## src/rtl/raster_timing_gen_if.sv

```systemverilog
// Signal bundle between raster_timing_gen, the scanline buffer and the VGA pins.
// The master side is the generator; the slave side is the buffer/connector.
interface raster_timing_gen_if #(
    parameter int X_WIDTH   = 10,
    parameter int Y_WIDTH   = 10,
    parameter int AGE_WIDTH = 8
);
    logic [X_WIDTH-1:0]   xout_o;
    logic [Y_WIDTH-1:0]   yout_o;
    logic                 newline_o;
    logic                 newframe_o;
    logic [AGE_WIDTH-1:0] pixel_i;
    logic [3:0]           vga_r_o;
    logic [3:0]           vga_g_o;
    logic [3:0]           vga_b_o;
    logic                 vga_hs_o;
    logic                 vga_vs_o;

    modport master (
        output xout_o, yout_o, newline_o, newframe_o,
        output vga_r_o, vga_g_o, vga_b_o, vga_hs_o, vga_vs_o,
        input  pixel_i
    );

    modport slave (
        input  xout_o, yout_o, newline_o, newframe_o,
        input  vga_r_o, vga_g_o, vga_b_o, vga_hs_o, vga_vs_o,
        output pixel_i
    );
endinterface

```

## src/rtl/raster_timing_gen.sv

```systemverilog
// Free-running raster scan: drives column/row and line/frame pulses to the scanline
// buffer, then turns the returned intensity into latency-aligned VGA RGB and syncs.
module raster_timing_gen #(
    parameter int X_WIDTH   = 10,
    parameter int Y_WIDTH   = 10,
    parameter int AGE_WIDTH = 8,
    parameter int H_ACTIVE  = 1024,
    parameter int H_FP      = 24,
    parameter int H_SYNC    = 136,
    parameter int H_BP      = 160,
    parameter int V_ACTIVE  = 768,
    parameter int V_FP      = 3,
    parameter int V_SYNC    = 6,
    parameter int V_BP      = 29,
    parameter bit HS_POL    = 1'b0,
    parameter bit VS_POL    = 1'b0,
    parameter int PIX_LAT   = 1
) (
    input  logic               clk_i,
    input  logic               rst_n_i,
    raster_timing_gen_if.master bus
);
    localparam int HT = H_ACTIVE + H_FP + H_SYNC + H_BP;
    localparam int VT = V_ACTIVE + V_FP + V_SYNC + V_BP;
    localparam int HW = $clog2(HT);
    localparam int VW = $clog2(VT);

    localparam logic [HW-1:0] H_LAST   = HW'(HT - 1);
    localparam logic [HW-1:0] H_ACT_C  = HW'(H_ACTIVE);
    localparam logic [HW-1:0] H_SS_C   = HW'(H_ACTIVE + H_FP);
    localparam logic [HW-1:0] H_SE_C   = HW'(H_ACTIVE + H_FP + H_SYNC);
    localparam logic [VW-1:0] V_LAST   = VW'(VT - 1);
    localparam logic [VW-1:0] V_ACT_C  = VW'(V_ACTIVE);
    localparam logic [VW-1:0] V_SS_C   = VW'(V_ACTIVE + V_FP);
    localparam logic [VW-1:0] V_SE_C   = VW'(V_ACTIVE + V_FP + V_SYNC);

    localparam bit PARAMS_OK = (H_FP >= 1) && (H_SYNC >= 1) && (H_BP >= 1) &&
                               (V_FP >= 1) && (V_SYNC >= 1) && (V_BP >= 1) &&
                               (H_ACTIVE <= (1 << X_WIDTH)) && (V_ACTIVE <= (1 << Y_WIDTH)) &&
                               (PIX_LAT >= 1) && (PIX_LAT <= 4) && (AGE_WIDTH >= 4);

    logic [HW-1:0]      r_hcnt;
    logic [VW-1:0]      r_vcnt;
    logic               w_hact, w_vact, w_de, w_hs_act, w_vs_act;
    logic               w_unused_pix;
    logic [X_WIDTH-1:0] r_xout;
    logic [Y_WIDTH-1:0] r_yout;
    logic               r_newline, r_newframe;
    logic [PIX_LAT:0]   r_de_pipe, r_hs_pipe, r_vs_pipe;
    logic [3:0]         r_r, r_g, r_b;
    logic               r_hs, r_vs;

    always @(posedge clk_i) begin
        assert (PARAMS_OK) else $error("raster_timing_gen: illegal timing parameters");
    end

    always_ff @(posedge clk_i or negedge rst_n_i) begin
        if (!rst_n_i) begin
            r_hcnt <= '0;
            r_vcnt <= '0;
        end else if (r_hcnt == H_LAST) begin
            r_hcnt <= '0;
            r_vcnt <= (r_vcnt == V_LAST) ? '0 : r_vcnt + VW'(1);
        end else begin
            r_hcnt <= r_hcnt + HW'(1);
        end
    end

    assign w_hact   = r_hcnt < H_ACT_C;
    assign w_vact   = r_vcnt < V_ACT_C;
    assign w_de     = w_hact & w_vact;
    assign w_hs_act = (r_hcnt >= H_SS_C) && (r_hcnt < H_SE_C);
    assign w_vs_act = (r_vcnt >= V_SS_C) && (r_vcnt < V_SE_C);

    // Stage 0 of each region pipe lines up with r_xout; stage PIX_LAT with pixel_i.
    always_ff @(posedge clk_i or negedge rst_n_i) begin
        if (!rst_n_i) begin
            r_xout     <= '0;
            r_yout     <= '0;
            r_newline  <= 1'b0;
            r_newframe <= 1'b0;
            r_de_pipe  <= '0;
            r_hs_pipe  <= '0;
            r_vs_pipe  <= '0;
        end else begin
            r_xout     <= w_de ? X_WIDTH'(r_hcnt) : '0;
            r_yout     <= w_vact ? Y_WIDTH'(r_vcnt) : '0;
            // Fires on vblank lines too so the buffer's swap parity stays fixed.
            r_newline  <= (r_hcnt == H_ACT_C);
            r_newframe <= (r_vcnt == V_ACT_C) && (r_hcnt == '0);
            r_de_pipe  <= {r_de_pipe[PIX_LAT-1:0], w_de};
            r_hs_pipe  <= {r_hs_pipe[PIX_LAT-1:0], w_hs_act};
            r_vs_pipe  <= {r_vs_pipe[PIX_LAT-1:0], w_vs_act};
        end
    end

    always_ff @(posedge clk_i or negedge rst_n_i) begin
        if (!rst_n_i) begin
            r_r  <= '0;
            r_g  <= '0;
            r_b  <= '0;
            r_hs <= ~HS_POL;
            r_vs <= ~VS_POL;
        end else begin
            if (r_de_pipe[PIX_LAT]) begin
                r_r <= {1'b0, bus.pixel_i[AGE_WIDTH-1 -: 3]};
                r_g <= bus.pixel_i[AGE_WIDTH-1 -: 4];
                r_b <= bus.pixel_i[AGE_WIDTH-1 -: 4];
            end else begin
                r_r <= '0;
                r_g <= '0;
                r_b <= '0;
            end
            r_hs <= r_hs_pipe[PIX_LAT] ? HS_POL : ~HS_POL;
            r_vs <= r_vs_pipe[PIX_LAT] ? VS_POL : ~VS_POL;
        end
    end

    // Only the top bits of the intensity reach the DAC.
    assign w_unused_pix = ^bus.pixel_i;

    assign bus.xout_o     = r_xout;
    assign bus.yout_o     = r_yout;
    assign bus.newline_o  = r_newline;
    assign bus.newframe_o = r_newframe;
    assign bus.vga_r_o    = r_r;
    assign bus.vga_g_o    = r_g;
    assign bus.vga_b_o    = r_b;
    assign bus.vga_hs_o   = r_hs;
    assign bus.vga_vs_o   = r_vs;
endmodule

```

## src/flat_wrapper.sv

```systemverilog
// flat-port wrapper written by rule: the top's interface ports become plain ports
module raster_timing_gen_flat 
#(
    parameter int X_WIDTH   = 10,
    parameter int Y_WIDTH   = 10,
    parameter int AGE_WIDTH = 8,
    parameter int H_ACTIVE  = 1024,
    parameter int H_FP      = 24,
    parameter int H_SYNC    = 136,
    parameter int H_BP      = 160,
    parameter int V_ACTIVE  = 768,
    parameter int V_FP      = 3,
    parameter int V_SYNC    = 6,
    parameter int V_BP      = 29,
    parameter bit HS_POL    = 1'b0,
    parameter bit VS_POL    = 1'b0,
    parameter int PIX_LAT   = 1
)
  (clk_i, rst_n_i, bus_xout_o, bus_yout_o, bus_newline_o, bus_newframe_o, bus_vga_r_o, bus_vga_g_o, bus_vga_b_o, bus_vga_hs_o, bus_vga_vs_o, bus_pixel_i);
  raster_timing_gen_if #(.X_WIDTH(X_WIDTH), .Y_WIDTH(Y_WIDTH), .AGE_WIDTH(AGE_WIDTH)) bus_i ();
  input  logic clk_i;
  input  logic rst_n_i;
  output wire logic [$bits(bus_i.xout_o)-1:0] bus_xout_o;
  output wire logic [$bits(bus_i.yout_o)-1:0] bus_yout_o;
  output wire logic [$bits(bus_i.newline_o)-1:0] bus_newline_o;
  output wire logic [$bits(bus_i.newframe_o)-1:0] bus_newframe_o;
  output wire logic [$bits(bus_i.vga_r_o)-1:0] bus_vga_r_o;
  output wire logic [$bits(bus_i.vga_g_o)-1:0] bus_vga_g_o;
  output wire logic [$bits(bus_i.vga_b_o)-1:0] bus_vga_b_o;
  output wire logic [$bits(bus_i.vga_hs_o)-1:0] bus_vga_hs_o;
  output wire logic [$bits(bus_i.vga_vs_o)-1:0] bus_vga_vs_o;
  input wire logic [$bits(bus_i.pixel_i)-1:0] bus_pixel_i;
  assign bus_xout_o = bus_i.xout_o;
  assign bus_yout_o = bus_i.yout_o;
  assign bus_newline_o = bus_i.newline_o;
  assign bus_newframe_o = bus_i.newframe_o;
  assign bus_vga_r_o = bus_i.vga_r_o;
  assign bus_vga_g_o = bus_i.vga_g_o;
  assign bus_vga_b_o = bus_i.vga_b_o;
  assign bus_vga_hs_o = bus_i.vga_hs_o;
  assign bus_vga_vs_o = bus_i.vga_vs_o;
  assign bus_i.pixel_i = bus_pixel_i;
  raster_timing_gen #(.X_WIDTH(X_WIDTH), .Y_WIDTH(Y_WIDTH), .AGE_WIDTH(AGE_WIDTH), .H_ACTIVE(H_ACTIVE), .H_FP(H_FP), .H_SYNC(H_SYNC), .H_BP(H_BP), .V_ACTIVE(V_ACTIVE), .V_FP(V_FP), .V_SYNC(V_SYNC), .V_BP(V_BP), .HS_POL(HS_POL), .VS_POL(VS_POL), .PIX_LAT(PIX_LAT)) u_core (.clk_i(clk_i), .rst_n_i(rst_n_i), .bus(bus_i));
endmodule
```

## config.mk

```make
export PLATFORM = sky130hd
export DESIGN_NAME = raster_timing_gen_flat
export DESIGN_NICKNAME = d
export VERILOG_FILES = /design/src/rtl/raster_timing_gen_if.sv /design/src/rtl/raster_timing_gen.sv /design/src/flat_wrapper.sv
export SDC_FILE = /design/constraint.sdc
export NUM_CORES = 1
export LEC_CHECK = 0
export BUFFER_PORTS_ARGS = -buffer_cell sky130_fd_sc_hd__buf_2
export CAP_MARGIN = 20
export CORE_MARGIN = 5
export CORE_UTILIZATION = 55
export DETAILED_ROUTE_END_ITERATION = 8
export HOLD_SLACK_MARGIN = 0.06
export PLACE_DENSITY = 0.84
export SYNTH_ARGS = -nofsm -noshare
export SYNTH_HDL_FRONTEND = slang
export SYNTH_SLANG_ARGS = --single-unit
```

## constraint.sdc

```tcl
create_clock -name clk_i -period 4.4 [get_ports clk_i]
set_clock_uncertainty 0.1 [all_clocks]
set_input_delay 0.88 -clock clk_i [delete_from_list [all_inputs] [get_ports clk_i]]
set_output_delay 0.88 -clock clk_i [all_outputs]
set_load 0.02 [all_outputs]
```

# ---- Word-level counts from Yosys, hierarchy flattened
# Cells that the tools add are included.
dict set report totals {
  ff_bits 59
  inputBits 10
  output_inout_bits 36
  word_cells 38
}
dict set report classes {
  n_addsub 2
  magnitude_cmp 6
  n_eq_ne 4
  muxes 8
  n_bitwise 1
  n_reduce_logical 4
}
# cell count
set op_table {}
lappend op_table {{$mux 10} 3}
lappend op_table {{$eq 11x11->1 const B} 2}
lappend op_table {{$lt 11x11->1 const B} 2}
lappend op_table {{$eq 10x10->1 const B} 2}
lappend op_table {{$lt 10x10->1 const B} 2}
lappend op_table {{$add 11x1->11 const B} 1}
lappend op_table {{$ge 11x11->1 const B} 1}
lappend op_table {{$logic_not 11->1} 1}
lappend op_table {{$mux 11} 1}
lappend op_table {{$add 10x1->10 const B} 1}
lappend op_table {{$ge 10x10->1 const B} 1}
lappend op_table {{$mux 4} 1}
lappend op_table {{$logic_and 1x1->1} 3}
lappend op_table {{$mux 3} 1}
lappend op_table {{$mux 1} 2}
lappend op_table {{$and 1x1->1} 1}

# ---- Logic depth before layout (Yosys ltp)
# Gate-level depths: netlist of run 1.
dict set report logic_depth {
  depth_word 3
  ltp_mapped 6
  mapped_depth_nobuf 6
}

# ---- Least setup slack after synthesis of run 1
# OpenSTA, ideal clock, no wires.
dict set report synth_path {
  kind {flip-flop to flip-flop}
  from {reg u_core.r_vcnt[7]}
  to {reg u_core.r_vcnt[9]}
  setup_ps 118
  t_arrival_ps 1528
  t_required_ps 4182
  path_slack_ps 2654
  stages_incl_launch_ff 5
  n_path_buf 0
  period_less_slack_ps 1746
  path_cell_list {dfrtp_1 -> or2_2 -> or4_4 -> and4b_1 -> a21o_1}
}
dict set report synth_via {
  elab_chain_cells 2
  word_cells_on_any_way 3
  cone_classes {add/sub: 1; eq/ne: 1; mux: 1}
}
# item line_no
set synth_lines {}
lappend synth_lines {{start, declared} raster_timing_gen.sv:43} ;# logic [VW-1:0] r_vcnt;
lappend synth_lines {{start signal, assigned} raster_timing_gen.sv:63} ;# r_vcnt <= (r_vcnt == V_LAST) ? '0 : r_vcnt + VW'(1);
lappend synth_lines {{$add 10x1->10 / $eq 10x10->1 (equally long branches)} raster_timing_gen.sv:63}
lappend synth_lines {{$mux 10 (*)} raster_timing_gen.sv:63}
# Every way passes the cells marked *; elsewhere a longest branch is shown, timed or not.
# A chain may end at the register's enable or synchronous reset.

# ---- Worst setup path after layout of run 1
dict set report layout_path {
  from {reg u_core.r_hcnt[0]}
  to {reg u_core.r_vcnt[5]}
}
dict set report layout_via {
  elab_chain_cells 1
}
# item line_no
set layout_lines {}
lappend layout_lines {{start, declared} raster_timing_gen.sv:42} ;# logic [HW-1:0] r_hcnt;
lappend layout_lines {{start signal, assigned} raster_timing_gen.sv:65} ;# r_hcnt <= r_hcnt + HW'(1);
lappend layout_lines {{$eq 11x11->1} raster_timing_gen.sv:61} ;# end else if (r_hcnt == H_LAST) begin
# No other way between the ends.

==> results.txt, run 1 <==
----------------------------------------------------
[Worst setup path]
  Critical path buffers and inverters ... 0
  Max FO, Critical Path ... 19
  Cell class contributing the biggest share of worst-path delay ... simple AND/OR/NAND/NOR gates
  Reg-to-reg startpoint ... u_core.r_hcnt[0]
  Startpoint-to-endpoint class of the critical path ... register to register
  Required time of the critical path ... 4.50 ns
  Largest stage delay on the critical path ... 0.74 ns
  Worst Path Arrival ... 2.31 ns
  Critical Path End Type ... register
  Critical path origin ... u_core.r_hcnt[0]
  Slowest-stage cell, CP ... sky130_fd_sc_hd__nor4_4
  Critical path cell sequence ... ha_1 -> nand2_1 -> nor4_4 -> o21ai_0 -> mux2_2
  Kind of start point of the critical path ... register

[Layout]
  Number of fill cells in the layout ... 308
  Number of diodes added for antenna fixing ... 0
  Signed area change from the synthesized netlist to the final layout ... 11.8%
  Final #Nets ... 249
  Fraction of layout instances using a drive strength above 1 ... 24.5%
  Share of the core filled with cells in the final layout ... 64.1%

[Clocking]
  Root buffer cell ... sky130_fd_sc_hd__clkbuf_8
  Count of H-tree levels built during CTS ... 2
  TritonCTS clock tree ... done
  Cts repair resizes ... 0
  Clock sink count ... 55
  Cts bufs inserted ... 5
  Post-CTS setup repair buffer count ... 0
  Largest buffer count on any clock path ... 2
  Hold buffer count at CTS ... 0
  Clock insertion delay at the later pin of the skew report ... 0.30 ns
  CTS clk-pin slew, worst paths ... 0.09 ns

[Route]
  Routed length on met1 ... 1.60 mm
  Met3 Wirelength ... 341 µm
  Number of iterations in the first detailed-routing pass ... 4
  Initial drt markers ... 128
  Top Layer Used ... met4
  Count of vias placed by the detailed router ... 1,526
  Post-DRT Antenna Nets ... 0
  Drt wl/cell ... 13.6 µm
  Sum of met2 wire segment lengths after detailed routing ... 1.83 mm
  Routed via count divided by cell count ... 5.39
  DRC ... 0
  Total wire length ... 3.85 mm

[Floorplanning]
  Initial cell density of the core ... 57.3%
  Height of the die ... 75.0 µm
  Area of the die ... 0.00563 mm²
  Std cell rows ... 23
  Core footprint ... 0.00406 mm²
  Boundary pin count ... 46
  Die boundary width ... 75.0 µm

[Global routing]
  Combined global-route utilization of all metal layers ... 15.9%
  Leftover overflow at the end of global routing ... 0
  Number of antenna violations at the first check in global routing ... 0
  Pin count of the biggest net entering global routing ... 56
  Via count of the first global-routing pass ... 1,498
  First-pass GRT wire length ... 6.71 mm

[Timing]
  RSZ-0062 raised after global routing ... false
  Total count of hold-check failures in the final report ... 0
  Setup violation total in the final timing report ... 0
  Setup ws final ... 2.19 ns
  Worst relative slew slack ... 42.0%
  Min cycle time layout ... 2.21 ns
  Max-slew violation total from the final report ... 0
  Transition time of the tightest slew-check pin ... 0.863 ns
  Setup TNS Final ... 0 ns
  Final clock period utilization by the worst path ... 50.2%
  Achievable clock frequency ... 453 MHz

[Yosys]
  Number of synthesized flops with an enable pin ... 0
  Commonest register cell after synthesis ... sky130_fd_sc_hd__dfrtp_1
  Cell type with the largest total area after synthesis ... sky130_fd_sc_hd__dfrtp_1
  Count of cell types in the netlist ... 42
  Number of standard cells after synthesis ... 202
  Share of synthesized area occupied by flip-flops and latches ... 59.3%
  Synth async-reset ratio ... 100%
  Net count after synthesis ... 218
  FF+latch count, synth ... 55
  Top area cells in the synthesized netlist ... sky130_fd_sc_hd__dfrtp_1 57%, sky130_fd_sc_hd__and2_1 6.2%, sky130_fd_sc_hd__ha_1 3.2%, sky130_fd_sc_hd__buf_4 2.9%, sky130_fd_sc_hd__dfstp_2 2.3%
  Number of warnings printed during yosys synthesis ... 0
  Area of the mapped netlist ... 0.00233 mm²
  Fraction of post-synthesis cell area in the top cell type by area ... 57.0%
  Synthesized area per cell ... 11.5 µm²

[Min path]
  HP Class ... register to register
  Hold path startpoint ... u_core.r_hs_pipe[0]

[Place]
  Estimated wirelength of the detail-placed design ... 2.69 mm
  Pre-CTS setup slack ... 2.15 ns
  Final weighted congestion in routability-driven placement ... 0.878
  Input/output buffers ... 40

[Power]
  Power density cells ... 328 mW/mm²
  Worst-case vdd ir drop ... 0.136 mV
  Static power due to leakage ... 1.25 nW
  Overall Power ... 0.852 mW

[Run]
  Number of max-cap violations ... 0

[Outcome]
  Outcome ... completed

----------------------------------------------------
==> cells in the mapped netlist, drive strengths merged (3+ instances only) <==
master and instances:
dfrtp 53, xor2 3, inv 8, clkbuf 6, buf 11, nand2 9, nor2 13, nand3 8
nor4 5, and2 23, and3 5, nand4 6, a21oi 6, ha 6, o21ai 8, xnor2 6
==> layout by cell type, fill, tap and decap left out, drive strengths merged, types with 2 or more instances in the layout <==
cell type and count:
nand3 8, dfstp 2, nor2 13, xnor2 6, o21ai 8, mux2 2
buf 41, nand2 9, dfrtp 53, a211oi 2, inv 8, xor2 3
nor4 5, ha 6, clkbuf 5, nand4b 2, and2 23, nand4 6
nor2b 2, and3 5, a21oi 6
==> routing by layer <==
| layer | global-route usage, % | vias to the layer above |
|---|---|---|
| met4 | 8.30 | 0 |
| met2 | 25.3 | 60 |
| met1 | 20.6 | 724 |
| met5 | 0 | - |
| li1 | - | 734 |
| met3 | 3.20 | 8 |
==> registers in the layout (all words and copies together), names as in the netlist <==
name and count:
u_core.bus.newline_o 1, u_core.r_vs_pipe 2, u_core.r_hcnt 11, u_core.r_de_pipe 2
u_core.bus.yout_o 10, u_core.bus.vga_g_o 3, u_core.bus.vga_hs_o 1, u_core.bus.newframe_o 1
u_core.bus.vga_vs_o 1, u_core.bus.xout_o 10, u_core.bus.vga_r_o 1, u_core.r_hs_pipe 2
u_core.r_vcnt 10
==> cells by family after synthesis <==
logic type | synth area share, %
AND/OR/NAND/NOR | 21.1
flip-flops | 59.3
buffers and inverters | 5.65
AO/OA/AOI/OAI | 5.76
XOR/XNOR | 3.39
adder cells (fa/ha/maj) | 3.23
multiplexers | 1.40
other | 0.161
==> final timing paths <==
check | depth (start not counted) | end | slack, ns
min in group asynchronous | 2 | u_core.bus.yout_o[4] | 0.59
min | 0 | u_core.r_hs_pipe[1] | 0.26
max reg2reg | 5 | u_core.r_vcnt[5] | 2.19
min reg2reg | 0 | u_core.r_hs_pipe[1] | 0.26
max in group asynchronous | 2 | u_core.bus.yout_o[8] | 3.17
max | 5 | u_core.r_vcnt[5] | 2.19
==> final cells by class <==
type                            count  area [µm²]  share of cell area [%]
Timing Repair Buffer               41         208                    7.98
Clock buffer                        5        68.8                    2.65
Tap cell                           50        62.6                    2.41
Clock inverter                      2        37.5                    1.44
Inverter                            8        30.0                    1.15
Multi-Input combinational cell    122         816                    31.4
Sequential cell                    55        1380                    53.0
==> worst reg2reg max path, cell delays in order (launching register included) <==
cell,delay [ns]
sky130_fd_sc_hd__dfrtp_1,0.40
sky130_fd_sc_hd__ha_1,0.21
sky130_fd_sc_hd__nand2_1,0.12
sky130_fd_sc_hd__nor4_4,0.74
sky130_fd_sc_hd__o21ai_0,0.22
sky130_fd_sc_hd__mux2_2,0.31
==> where the power goes <==
part	switching [mW]	total, mW	internal (mW)
sequential	0.000917	0.508	0.507
clock	0.152	0.319	0.166
combinational	0.0192	0.0257	0.00650
total	0.173	0.852	0.680
==> per-stage QoR <==
| step | instances | hold slack, ns | area [µm²] |
|---|---|---|---|
| final | 283 | 0.255 | 2600 |
| after global routing | 283 | 0.275 | 2600 |
| after CTS | 283 | 0.258 | 2600 |
| after detailed placement | 276 | 0.237 | 2490 |
| after global placement | 276 | 0.232 | 2490 |
| after floorplan | 202 | 0.231 | 2330 |
No activity file was read; power rests on OpenSTA's default activity.
==> run 2, diff against run 1 <==
- CORE_UTILIZATION: 55 -> 54
- PLACE_DENSITY: 0.84 -> 0.82
- clock period: 4.4 -> 2.2 ns (I/O delays scaled with it)
==> results.txt, run 2 (synthesized netlist as in run 1, its figures left out) <==
----------------------------------------------------
[Floorplanning]
  Core footprint ... 0.00409 mm²
  Initial cell density of the core ... 56.9%
  Height of the die ... 75.6 µm
  Std cell rows ... 23
  Area of the die ... 0.00572 mm²
  Boundary pin count ... 46
  Die boundary width ... 75.6 µm

[Worst setup path]
  Setup slack of the most critical reg-to-reg path ... 0.27 ns
  Reg-to-reg startpoint ... u_core.r_vcnt[1]
  Kind of start point of the critical path ... register
  Max FO, Critical Path ... 5
  Critical path origin ... u_core.r_vcnt[1]
  Endpoint of the lowest-slack register-to-register path ... u_core.r_vcnt[9]
  Critical Path End Type ... register
  Required time of the critical path ... 2.30 ns
  Number of cells on the worst reg-to-reg path ... 6
  Capturing instance or port of the critical path ... u_core.r_vcnt[9]
  Startpoint-to-endpoint class of the critical path ... register to register
  Worst Path Arrival ... 2.03 ns

[Clocking]
  Cts repair resizes ... 0
  Count of H-tree levels built during CTS ... 2
  CTS clk-pin slew, worst paths ... 0.09 ns
  Hold buffer count at CTS ... 1
  Clock sink count ... 55
  Cts bufs inserted ... 5
  Clock insertion delay at the later pin of the skew report ... 0.30 ns
  Post-CTS setup repair buffer count ... 0
  Root buffer cell ... sky130_fd_sc_hd__clkbuf_8
  TritonCTS clock tree ... done
  Largest buffer count on any clock path ... 2

[Layout]
  Number of fill cells in the layout ... 304
  Signed area change from the synthesized netlist to the final layout ... 15.5%
  Final #Nets ... 257
  Leading cell types in the layout, fill and taps excluded ... 53 x sky130_fd_sc_hd__dfrtp_1, 40 x sky130_fd_sc_hd__buf_2, 23 x sky130_fd_sc_hd__and2_1, 13 x sky130_fd_sc_hd__nor2_1, 9 x sky130_fd_sc_hd__nand2_1
  Flip-flop count of the largest register after layout ... 11
  Number of diodes added for antenna fixing ... 0
  Largest register by flop count ... u_core.r_hcnt
  Leading cell type in the layout, fill and taps excluded ... sky130_fd_sc_hd__dfrtp_1
  Share of the core filled with cells in the final layout ... 65.8%
  Footprint of the flip-flops and latches ... 0.00138 mm²
  Footprint of the multi-input gates ... 816 µm²
  Fraction of layout instances using a drive strength above 1 ... 26.9%

[Route]
  Routed via count divided by cell count ... 5.26
  Post-DRT Antenna Nets ... 0
  DRC ... 0
  Number of iterations in the first detailed-routing pass ... 4
  Count of vias placed by the detailed router ... 1,535
  Drt wl/cell ... 13.7 µm
  Total wire length ... 4.01 mm
  Initial drt markers ... 106

[Global routing]
  Number of antenna violations at the first check in global routing ... 0
  Pin count of the biggest net entering global routing ... 34
  Leftover overflow at the end of global routing ... 0
  First-pass GRT wire length ... 6.81 mm
  Combined global-route utilization of all metal layers ... 16.0%
  Via count of the first global-routing pass ... 1,477

[Timing]
  Max-slew violation total from the final report ... 0
  Setup TNS Final ... 0 ns
  RSZ-0062 raised after global routing ... false
  Setup violation total in the final timing report ... 0
  Total count of hold-check failures in the final report ... 0
  Final clock period utilization by the worst path ... 87.8%
  Setup ws final ... 0.268 ns
  Worst relative slew slack ... 60.7%
  Transition time of the tightest slew-check pin ... 0.584 ns
  Worst hold-check slack ... 0.245 ns
  Achievable clock frequency ... 518 MHz
  Min cycle time layout ... 1.93 ns

[Power]
  Fraction of power spent switching nets ... 20.0%
  Cell internal pwr ... 1.40 mW
  Overall Power ... 1.75 mW
  Clk pwr share ... 38.7%
  Fraction of power consumed by combinational cells ... 3.2%
  Sequential share of power ... 58.1%
  Static power due to leakage ... 1.31 nW
  Switching power summed over all nets ... 0.350 mW
  Power density cells ... 651 mW/mm²
  Worst-case vdd ir drop ... 0.246 mV

[Outcome]
  Outcome ... completed

[Min path]
  HP Class ... input pin to register

[Run]
  Number of max-cap violations ... 0

[Place]
  Estimated wirelength of the detail-placed design ... 2.91 mm
  Input/output buffers ... 40
  Final weighted congestion in routability-driven placement ... 0.860
  Pre-CTS setup slack ... 0.294 ns

----------------------------------------------------
run 2: changes by cell type in the layout (fill, tap and decap cells not counted), sizes merged:
cell         change
clkinvlp         -1
dlygate4sd3      +1
clkbuf           +1
buf              +7
clkinv           +1
run 2: worst max-delay path, cell delays in order, from the launching register on:
cell                       delay [ns]
sky130_fd_sc_hd__dfrtp_1         0.43
sky130_fd_sc_hd__inv_1           0.18
sky130_fd_sc_hd__ha_1            0.18
sky130_fd_sc_hd__nand4b_1        0.11
sky130_fd_sc_hd__or4_4           0.48
sky130_fd_sc_hd__and4b_1         0.21
sky130_fd_sc_hd__a21o_1          0.15
run 2: routing by layer:
| layer | share of wire, % | track usage, % | wire [µm] | up-vias |
|---|---|---|---|---|
| met5 | 0 | 0 | 0 | - |
| met4 | 2.7 | 7.57 | 108 | 0 |
| met3 | 8.5 | 3.96 | 340 | 9 |
| met2 | 46 | 26.3 | 1840 | 51 |
| met1 | 43 | 19.8 | 1720 | 721 |
| li1 | - | - | - | 754 |
run 2: cell type report:
| cell class | instances | area share, % |
|---|---|---|
| Timing Repair Buffer | 49 | 10.5 |
| Clock inverter | 2 | 1.30 |
| Tap cell | 50 | 2.33 |
| Multi-Input combinational cell | 122 | 30.4 |
| Clock buffer | 6 | 3.07 |
| Inverter | 8 | 1.12 |
| Sequential cell | 55 | 51.3 |
run 2: power by group through the flow:
stage | Sequential (mW) | Combinational, mW | Clock [mW]
4_1_cts | 1.02 | 0.0574 | 0.691
2_1_floorplan | 1.04 | 0.0235 | 0
5_1_grt | 1.02 | 0.0638 | 0.730
3_5_place_dp | 1.04 | 0.0560 | 0
3_3_place_gp | 1.04 | 0.0557 | 0
6_report | 1.02 | 0.0554 | 0.677
run 2: worst min path at each step:
stage	start	to	slack [ns]	cells past startpoint
finish	bus_pixel_i[4]	u_core.bus.vga_g_o[0]	0.24	2
global route	bus_pixel_i[4]	u_core.bus.vga_g_o[0]	0.25	2
CTS	bus_pixel_i[4]	u_core.bus.vga_g_o[0]	0.24	2
detailed placement	u_core.r_de_pipe[0]	u_core.r_de_pipe[1]	0.25	0
global placement	u_core.r_vs_pipe[0]	u_core.r_vs_pipe[1]	0.23	0
floorplan	rst_n_i	u_core.bus.newframe_o	0.04	0
run 2: metrics by stage:
stage | cells | area, µm²
floorplan | 202 | 2330
global placement | 283 | 2560
detailed placement | 283 | 2560
CTS | 292 | 2690
global route | 292 | 2690
finish | 292 | 2690
